### src/rtl/striping_nlane.sv
// Round-robin word striper: one valid-qualified word stream spread across up to NUM_LANES lanes.
// Optional STRIPING_PARITY_EN adds a registered per-lane even-parity output lane_par.
module striping_nlane #(
  parameter  int DATA_W    = 32,
  parameter  int NUM_LANES = 4,
  localparam int PTR_W     = $clog2(NUM_LANES),
  localparam int CNT_W     = $clog2(NUM_LANES) + 1
) (
  input  logic                          clk_2f,
  input  logic                          reset,
  input  logic [DATA_W-1:0]             data_in,
  input  logic                          valid_in,
  input  logic [CNT_W-1:0]              active_lanes,
  input  logic                          flush,
  output logic [NUM_LANES*DATA_W-1:0]   lane_out,
  output logic [NUM_LANES-1:0]          valid_out,
  output logic                          group_done,
  output logic [PTR_W-1:0]              ptr,
`ifdef STRIPING_PARITY_EN
  output logic [NUM_LANES-1:0]          lane_par,
`endif
  output logic                          partial_err
);

  function automatic logic [CNT_W-1:0] sanitise_lanes(input logic [CNT_W-1:0] req);
    if (req == '0 || req > CNT_W'(NUM_LANES))
      return CNT_W'(NUM_LANES);
    return req;
  endfunction

  logic [NUM_LANES-1:0][DATA_W-1:0] lane_p1;
  logic [NUM_LANES-1:0]             vld_p1;
  logic                             done_p1;
  logic                             perr_p1;
  logic [PTR_W-1:0]                 ptr_q;
  logic [CNT_W-1:0]                 cur_lanes;

  // Stage p0: group length is latched only when a group starts, so a word at ptr 0 sees the new value.
  logic [CNT_W-1:0] grp_len_p0;
  logic             last_p0;
  logic             accept_p0;

  assign grp_len_p0 = (ptr_q == '0) ? sanitise_lanes(active_lanes) : cur_lanes;
  assign last_p0    = ({1'b0, ptr_q} == (grp_len_p0 - CNT_W'(1)));
  assign accept_p0  = valid_in && !flush;

  // Stage p1: registered lane words and strobes.
  always_ff @(posedge clk_2f or negedge reset) begin
    if (!reset) begin
      lane_p1   <= '0;
      vld_p1    <= '0;
      done_p1   <= 1'b0;
      perr_p1   <= 1'b0;
      ptr_q     <= '0;
      cur_lanes <= CNT_W'(NUM_LANES);
    end else if (flush) begin
      vld_p1  <= '0;
      done_p1 <= 1'b0;
      perr_p1 <= (ptr_q != '0);
      ptr_q   <= '0;
    end else if (accept_p0) begin
      lane_p1[ptr_q] <= data_in;
      vld_p1         <= NUM_LANES'(1) << ptr_q;
      done_p1        <= last_p0;
      perr_p1        <= 1'b0;
      ptr_q          <= last_p0 ? '0 : ptr_q + PTR_W'(1);
      if (ptr_q == '0)
        cur_lanes <= grp_len_p0;
    end else begin
      vld_p1  <= '0;
      done_p1 <= 1'b0;
      perr_p1 <= 1'b0;
    end
  end

`ifdef STRIPING_PARITY_EN
  logic [NUM_LANES-1:0] par_p1;

  always_ff @(posedge clk_2f or negedge reset) begin
    if (!reset)
      par_p1 <= '0;
    else if (accept_p0)
      par_p1[ptr_q] <= ^data_in;
  end

  assign lane_par = par_p1;
`endif

  assign lane_out    = lane_p1;
  assign valid_out   = vld_p1;
  assign group_done  = done_p1;
  assign partial_err = perr_p1;
  assign ptr         = ptr_q;

endmodule

### config.mk
export PLATFORM = sky130hd
export DESIGN_NAME = striping_nlane
export DESIGN_NICKNAME = d
export VERILOG_FILES = /design/src/rtl/striping_nlane.sv
export SDC_FILE = /design/constraint.sdc
export NUM_CORES = 1
export LEC_CHECK = 0
export CAP_MARGIN = 20
export CORE_MARGIN = 2
export CORE_UTILIZATION = 62
export DETAILED_ROUTE_END_ITERATION = 8
export DONT_BUFFER_PORTS = 1
export GPL_TIMING_DRIVEN = 0
export PLACE_DENSITY = 0.75
export SETUP_SLACK_MARGIN = 0.4
export SYNTH_ARGS = -nofsm -noshare
export SYNTH_HDL_FRONTEND = slang
export SYNTH_SLANG_ARGS = --single-unit
### constraint.sdc
create_clock -name clk_2f -period 2.3 [get_ports clk_2f]
set_input_delay 0.46 -clock clk_2f [delete_from_list [all_inputs] [get_ports clk_2f]]
set_output_delay 0.46 -clock clk_2f [all_outputs]
set_load 0.05 [all_outputs]
== Word-level counts from Yosys, hierarchy flattened ==
Index checks and enable logic that the tools add are counted.
Word-level totals
  flip-flop bits (word level): 139
  input bits: 39
  logic and storage cells: 42
Operators by class
  add/sub/neg operators: 2
  order comparisons: 3
  equal/unequal tests: 1
  shift operators: 1
  muxes and demuxes: 15
  bitwise gates (word level): 1
  reductions and logical operators: 10
Operators with widths (count)
  $bwmux W128: 1
  $demux W32 S2: 1
  $mux W32: 1
  $mux W3: 3
  $mux W4: 2
  $mux W2: 3
  $mux W1: 4
  $reduce_bool A2 Y1: 2
  $shl A1 B2 Y4 const A: 1
  $eq A2 B3 Y1: 1
  $gt A3 B3 Y1 const B: 1
  $logic_not A3 Y1: 1
  $lt A2 B3 Y1 const B: 1
  $reduce_and A3 Y1: 1
  $sub A3 B1 Y3 const B: 1
  $add A2 B1 Y2 const B: 1
  $ge A2 B1 Y1 const B: 1
  $logic_and A1 B1 Y1: 2
  $logic_not A2 Y1: 1
  $reduce_and A2 Y1: 1
  $logic_not A1 Y1: 1
  $logic_or A1 B1 Y1: 1
  $not A1 Y1: 1

== Depth between registers and ports, before layout ==
Gate-level depths: netlist (run 1).
  depth in word-level cells: 10
  mapped depth: 8
  gate-level depth less buffers: 8

== Least setup slack after synthesis (run 1) ==
No wires, ideal clock.
  path type: flip-flop to flip-flop
  start: register ptr_q[0], in the netlist ptr[0]
  end: register ptr_q[1], in the netlist ptr[1]
  arrival time: 2.192 ns
  data required time: 2.157 ns
  setup slack: -0.035 ns
  stages on the path, launching flop included: 9
  path buffers: 0
  path through: dfrtp_1 > inv_1 > ha_1 > nor2b_1 > a31oi_2 > ha_1 > xnor2_1 > nor3_1 > a311oi_1
Between the ends
  word-level cells in the longest chain between the ends: 7
  elaborated cells on any way between the ends: 8
  classes of those cells: add/sub (2); eq/ne (1); mux (4); reduce/logical (1)
RTL lines
  from (decl): RTL line 35  | logic [PTR_W-1:0] ptr_q;
  from (signal assigned): RTL line 66  | ptr_q <= last_p0 ? '0 : ptr_q + PTR_W'(1);
  $logic_not A2 Y1: RTL line 43  | assign grp_len_p0 = (ptr_q == '0) ? sanitise_lanes(active_lanes) : cur_lanes;
  $mux W3: RTL line 43
  $sub A3 B1 Y3: RTL line 44  | assign last_p0 = ({1'b0, ptr_q} == (grp_len_p0 - CNT_W'(1)));
  $eq A2 B3 Y1: RTL line 44
  $mux W2 (*): RTL line 66
  $mux W2 (*): RTL line 61  | end else if (accept_p0) begin
  $mux W2 (*): RTL line 56  | end else if (flush) begin
Mark *: on every way between the ends. The rest lies on a longest branch, timed or not. The select of a mux whose other input is x is not followed.
A chain may end at the register's enable or synchronous reset.

== Worst setup path in the final report (run 1) ==
  start: register ptr_q[1], in the netlist ptr[1]
  end: register ptr_q[1], in the netlist ptr[1]
Same word-level chain as after synthesis.

==> metrics, run 1 <==
# fillers=approximately 500; share of cells above drive strength 1=0.543; largest net degree at the start of global routing=140; vias per cell=5.89; failing checks=hold timing; nature of the critical path startpoint=register; Final Non-Filler Cells=approximately 480; port buffer count=0; Worst Tran Pin Value=0.524 ns; ranking of synthesized cells by area=dfrtp_1 (64%), mux2_2 (24%), mux2_4 (4.2%); clock sinks=around 140; Max-slew headroom=0.651; first drt pass iteration count=4; Synth cell types=26; Max Cap Violations=0; min cycle time layout=~2 ns; Routed Antenna Nets=0; antenna diode count=0; fmax=about 510 MHz; H-tree depth=4; final hold violation count=roughly 140; Slew Viols, Final=0; core area=8300 um^2; Post-Syn Instances=roughly 330; worst hold path type=primary input to async pin; number of synthesized flops with an enable pin=0; number of core rows=33; FFs w/ async S/R, synth=1.00; crit path kind=register to register; Inst Count DP=about 430; wire per inst=between 20 and 25 um; post-route cell area=~6300 um^2; drt total wl=around 11 mm; average cell area after synthesis=between 15 and 20 um^2; pre-CTS setup slack=0.155 ns; origin of the worst setup path=ptr[1]; Worst-Skew Late Latency=0.50 ns; Setup violations, final=0; DP HPWL=7.13 mm; Ports=about 180; root buf cell=clkbuf_8; GP Congestion=0.764; maximum fanout along the worst path=6; # nets final=approximately 400; initial antenna violation count=0; Synth top area share=0.642; vias in the first global route=~3000; die area=9430 um^2; PnR worst setup slack=between 0.3 and 0.4 ns; Placed Area=approximately 5500 um^2; cell with the most instances after synthesis=dfrtp_1; Ys Warns=0; Final Skew=roughly 0.0044 ns; Iter 0 DRT Violations=between 60 and 70; RSZ-0062 raised after global routing=true; Max Buffers Root-to-Sink=2; WP data arrival=around 2.4 ns; top_reg_cell synth=dfrtp_1; most common library cells after synthesis=dfrtp_1 (138), mux2_2 (114), mux2_4 (15), buf_2 (10), inv_1 (8); Die H=97.1 um; first-pass GRT wire length=roughly 17 mm; Hold Slack=-0.348 ns; GRT Residual Overflow=0; Net Count, Synth=between 300 and 400; total CTS buffers=17; Crit. End Element=register; area of the multi-input gates=roughly 1800 um^2; Cell Area, Synth=about 5400 um^2; Die Span X=~97 um; initial core utilization=0.648; residual DRC count=0; routed vias=~2800; setup TNS=0 ns; post-synth top area cell=dfrtp_1; fin crit share=0.861; Layout Area Growth over Synthesis=17.2%; reg2reg start=ptr[1]; Clk pin slew, worst setup/hold paths=approximately 0.06 ns; Register Area=around 3500 um^2; Req. time, crit path=~2.7 ns; Seq/Total Area, Yosys=0.647; synthesis-stage register bit count=139; CTS tree=yes; status=finished, violations left; total track usage=0.230
==> cells by family after synthesis <==
| group | after synthesis | share of synthesized area |
|---|---|---|
| flops | 139 | 0.647 |
| mux | 130 | 0.282 |
| buf+inv | 22 | 0.0226 |
| simple gates | 18 | 0.0181 |
| compound gates | 8 | 0.0109 |
| fa+ha+maj | 6 | 0.0140 |
| xor+xnor | 3 | 0.00489 |
==> through the flow <==
step | hold WS [ns] | utilization
6_report | -0.348 | 0.760
5_1_grt | -0.387 | 0.760
4_1_cts | -0.367 | 0.743
3_5_place_dp | 0.167 | 0.668
3_3_place_gp | 0.167 | 0.668
2_1_floorplan | 0.164 | -
==> routing by layer <==
metal | wire length [um] | GRT usage
met5 | 0 | 0
met4 | 200 | 0.0856
met3 | 980 | 0.116
met2 | 5460 | 0.368
met1 | 4030 | 0.268
==> layout make-up <==
cell class              count  share of cell area
inverters                   8             0.00556
clock buffers              19              0.0701
multi-input cells         165               0.289
plain buffers              14              0.0185
repair buffers             14              0.0236
flip-flops and latches    139               0.553
clock inverters            11              0.0191
well taps                 105              0.0208
==> cell usage in the layout, fill, tap and decap left out, types with 3 or more instances in the layout <==
master	netlist	final
dfrtp_1	138	136
mux2_2	114	114
clkbuf_16	0	18
mux2_4	15	15
buf_4	1	10
buf_2	10	7
inv_1	8	6
clkinv_2	0	5
nand2_1	4	4
ha_1	6	4
nor2b_1	4	3
nand2_2	4	3
clkbuf_4	0	3
clkbuf_8	0	3
==> final timing paths <==
| kind | end | slack [ns] | depth (start not counted) |
|---|---|---|---|
| min in group clk_2f | partial_err | 0.10 | 1 |
| worst max-delay path | ptr[1] | 0.32 | 8 |
| max in group asynchronous | cur_lanes[2] | 2.45 | 0 |
| worst min register to register | cur_lanes[0] | 0.47 | 2 |
| worst max register to register | ptr[1] | 0.32 | 8 |
| worst min-delay path | lane_out[57] | -0.35 | 0 |
==> timing repair <==
| item | CTS | global route |
|---|---|---|
| hold endpoints to repair | 140 | 140 |
| hold buffers | 1 | 1 |
| resized for setup | 6 | 10 |
| endpoints found under the setup margin | 32 | 41 |
| pin swaps | 2 | 4 |
| gates cloned | 0 | 2 |
| buffers inserted | 5 | 5 |
==> sequential cells by signal (all words and copies together) (netlist names) <==
name and count:
group_done 1, valid_out 4, partial_err 1, cur_lanes 3, lane_out 128, ptr 2
==> worst max-delay path, stage by stage, from the launching register on <==
cell      delay (ns)
dfrtp_4         0.60
inv_4           0.11
ha_4            0.18
nor2b_2         0.05
a31oi_2         0.18
ha_1            0.29
xnor2_2         0.15
nor3_2          0.07
a311oi_1        0.27
Power of run 1 is not shown: default switching activity piles up to over one toggle a cycle in this logic, so the estimate is an artifact.
==> run 2, diff against run 1 <==
--- a/config.mk
+++ b/config.mk
@@ -7,11 +7,11 @@
 export LEC_CHECK = 0
 export CAP_MARGIN = 20
 export CORE_MARGIN = 2
-export CORE_UTILIZATION = 62
+export CORE_UTILIZATION = 56
 export DETAILED_ROUTE_END_ITERATION = 8
 export DONT_BUFFER_PORTS = 1
 export GPL_TIMING_DRIVEN = 0
-export PLACE_DENSITY = 0.75
+export PLACE_DENSITY = 0.71
 export SETUP_SLACK_MARGIN = 0.4
 export SYNTH_ARGS = -nofsm -noshare
 export SYNTH_HDL_FRONTEND = slang
==> constraint.sdc (replaced) <==
create_clock -name clk_2f -period 1.8 [get_ports clk_2f]
set_input_delay 0.36 -clock clk_2f [delete_from_list [all_inputs] [get_ports clk_2f]]
set_output_delay 0.36 -clock clk_2f [all_outputs]
set_load 0.05 [all_outputs]
==> run 2 against run 1 <==
Compared with the run above:
- the run ends with hold timing, setup timing left
- final cell count rose by 14%
- via count rose by 5.7%
- non-clock buffer count increased by 39
- hold slack worse by 0.10 ns
- critical path type unchanged
- highest routed layer unchanged
==> metrics, run 2 (same netlist as run 1, synthesis figures left out) <==
WP data arrival=2.35 ns (-0.03 ns); drt total wl=12.2 mm (+14%); R2R depth=8 (unchanged); PnR worst setup slack=-0.154 ns (-0.474 ns); total CTS buffers=17 (unchanged); first drt pass iteration count=4 (unchanged); final hold violation count=139 (unchanged); share of cells above drive strength 1=0.818 (+0.274); LEAKAGE=~3.3 nW; Ports=175 (unchanged); number of core rows=35 (+6.1%); area of the multi-input gates=2000 um^2 (+9.7%); routed vias=2957 (+5.7%); initial core utilization=0.579 (-0.0687); Die H=102 um (+5.0%); max FFs per register=128 (unchanged); Register Area=3650 um^2 (+4.7%); Clk pin slew, worst setup/hold paths=0.06 ns (about the same); maximum fanout along the worst path=7 (+1); reg2reg start=ptr[0]; Slew Viols, Final=0 (unchanged); initial antenna violation count=0 (unchanged); Inst Count DP=455 (+5.6%); Die Span X=102 um (+5.0%); DP HPWL=7.23 mm (+1.4%); die area=10400 um^2 (+10%); R2R setup slack=-0.15 ns (-0.47 ns); GRT Residual Overflow=0 (unchanged); most frequent cells in the layout=dfrtp_2 (130), mux2_2 (78), mux2_4 (51); Routed Antenna Nets=0 (unchanged); vias in the first global route=3263 (+8.4%); Max-slew headroom=0.674 (+0.0239); vias per cell=5.48 (-7.0%); Iter 0 DRT Violations=66 (unchanged); fin crit share=1.09 (+0.225); Layout Area Growth over Synthesis=35.9%; commonest non-fill, non-tap cell in the layout=dfrtp_2; Max Cap Violations=0 (unchanged); Placed Area=5680 um^2 (+2.5%); Req. time, crit path=2.20 ns (-0.50 ns); Max Buffers Root-to-Sink=2 (unchanged); post-route cell area=7310 um^2 (+16%); RSZ-0062 raised after global routing=true; status=finished, violations left; power density over the cells=about 2000 nW/um^2; H-tree depth=4 (unchanged); # fillers=506 (+4.1%); residual DRC count=0 (unchanged); port buffer count=0 (unchanged); pre-CTS setup slack=-0.228 ns (-0.382 ns); Power Total=14.6 mW; Hold Slack=-0.449 ns (-0.101 ns); Final Skew=0.00529 ns (+0.000902 ns); worst hold path type=primary input to async pin; first-pass GRT wire length=18.1 mm (+8.8%); worst vdd ir=1.11 mV; Critical R2R Capture=ptr[1]; CTS tree=yes; Critical Path Sink=ptr[1]; min cycle time layout=1.95 ns (-0.0255 ns); total track usage=0.234 (+0.00386); failing checks=hold timing, setup timing; fmax=512 MHz (+1.3%); GP Congestion=0.705 (-7.8%); nature of the critical path startpoint=register; Crit. End Element=register; Worst-Skew Late Latency=0.50 ns (about the same); wire per inst=22.6 um (+0.71%); antenna diode count=0 (unchanged); largest net degree at the start of global routing=140 (unchanged); Final Non-Filler Cells=540 (+14%); origin of the worst setup path=ptr[0]; # nets final=443 (+9.7%); Setup violations, final=55 (+55); core area=9280 um^2 (+12%); Worst Tran Pin Value=0.488 ns (-0.0359 ns); clock sinks=139 (unchanged); crit path kind=register to register; root buf cell=clkbuf_8
[run 2: changes by cell type in the layout (fill, tap and decap cells not counted), moves of 7 or more]
| cell | before | now |
|---|---|---|
| buf_12 | 2 | 10 |
| buf_2 | 7 | 0 |
| dfrtp_1 | 136 | 6 |
| dfrtp_2 | 0 | 130 |
| dlygate4sd3_1 | 2 | 36 |
| mux2_2 | 114 | 78 |
| mux2_4 | 15 | 51 |
[run 2: report_power, final]
group	total (mW)	switching (mW)	internal (mW)
Clock	3.57	1.31	2.26
Combinational	1.85	0.559	1.29
Sequential	9.19	4.79	4.40
[run 2: layer usage]
layer / part of all wire / global-route usage / wire length (um)
met4: 0.015 / 0.0790 / 180
met5: 0 / 0 / 0
met2: 0.52 / 0.390 / 6290
met3: 0.087 / 0.101 / 1070
met1: 0.38 / 0.273 / 4670
[run 2: critical path: stages (launching register included)]
cell and delay [ns]:
dfrtp_4 0.59, inv_4 0.11, ha_4 0.20, nor2b_4 0.06, a31oi_4 0.17, ha_1 0.26
xnor2_1 0.19, nor3_2 0.07, a311oi_1 0.21
[run 2: how the worst min path moves through the flow]
stage | from | endpoint | slack (ns) | cells past startpoint
global route | reset | valid_out[3] | -0.49 | 0
CTS | reset | lane_out[55] | -0.48 | 0
floorplan | reset | cur_lanes[0] | 0.06 | 0
global placement | reset | lane_out[23] | 0.07 | 0
detailed placement | reset | lane_out[55] | 0.07 | 0
finish | reset | lane_out[23] | -0.45 | 0
[run 2: final cells by class]
type                    instances  share of cell area
well taps                     129              0.0221
clock inverters                13              0.0260
inverters                       8             0.00480
clock buffers                  19              0.0577
multi-input cells             165               0.274
plain buffers                  14              0.0284
repair buffers                 53              0.0873
flip-flops and latches        139               0.500
[run 2: timing repair]
item | CTS | global route
pin swaps | 5 | 1
setup buffers | 11 | 3
endpoints found under the hold margin | 267 | 141
gates cloned | 3 | 0
setup endpoints to repair | 273 | 272
hold buffers | 34 | 2
resized for setup | 149 | 41
[run 2: per-stage QoR]
stage	util	hold slack, ns	TNS (ns)
3_3_place_gp	0.612	0.0675	-0.696
3_5_place_dp	0.612	0.0675	-0.858
6_report	0.787	-0.449	-3.36
2_1_floorplan	-	0.0644	-0.131
4_1_cts	0.766	-0.479	-3.09
5_1_grt	0.787	-0.490	-5.99
(Power assumes the default switching activity.)
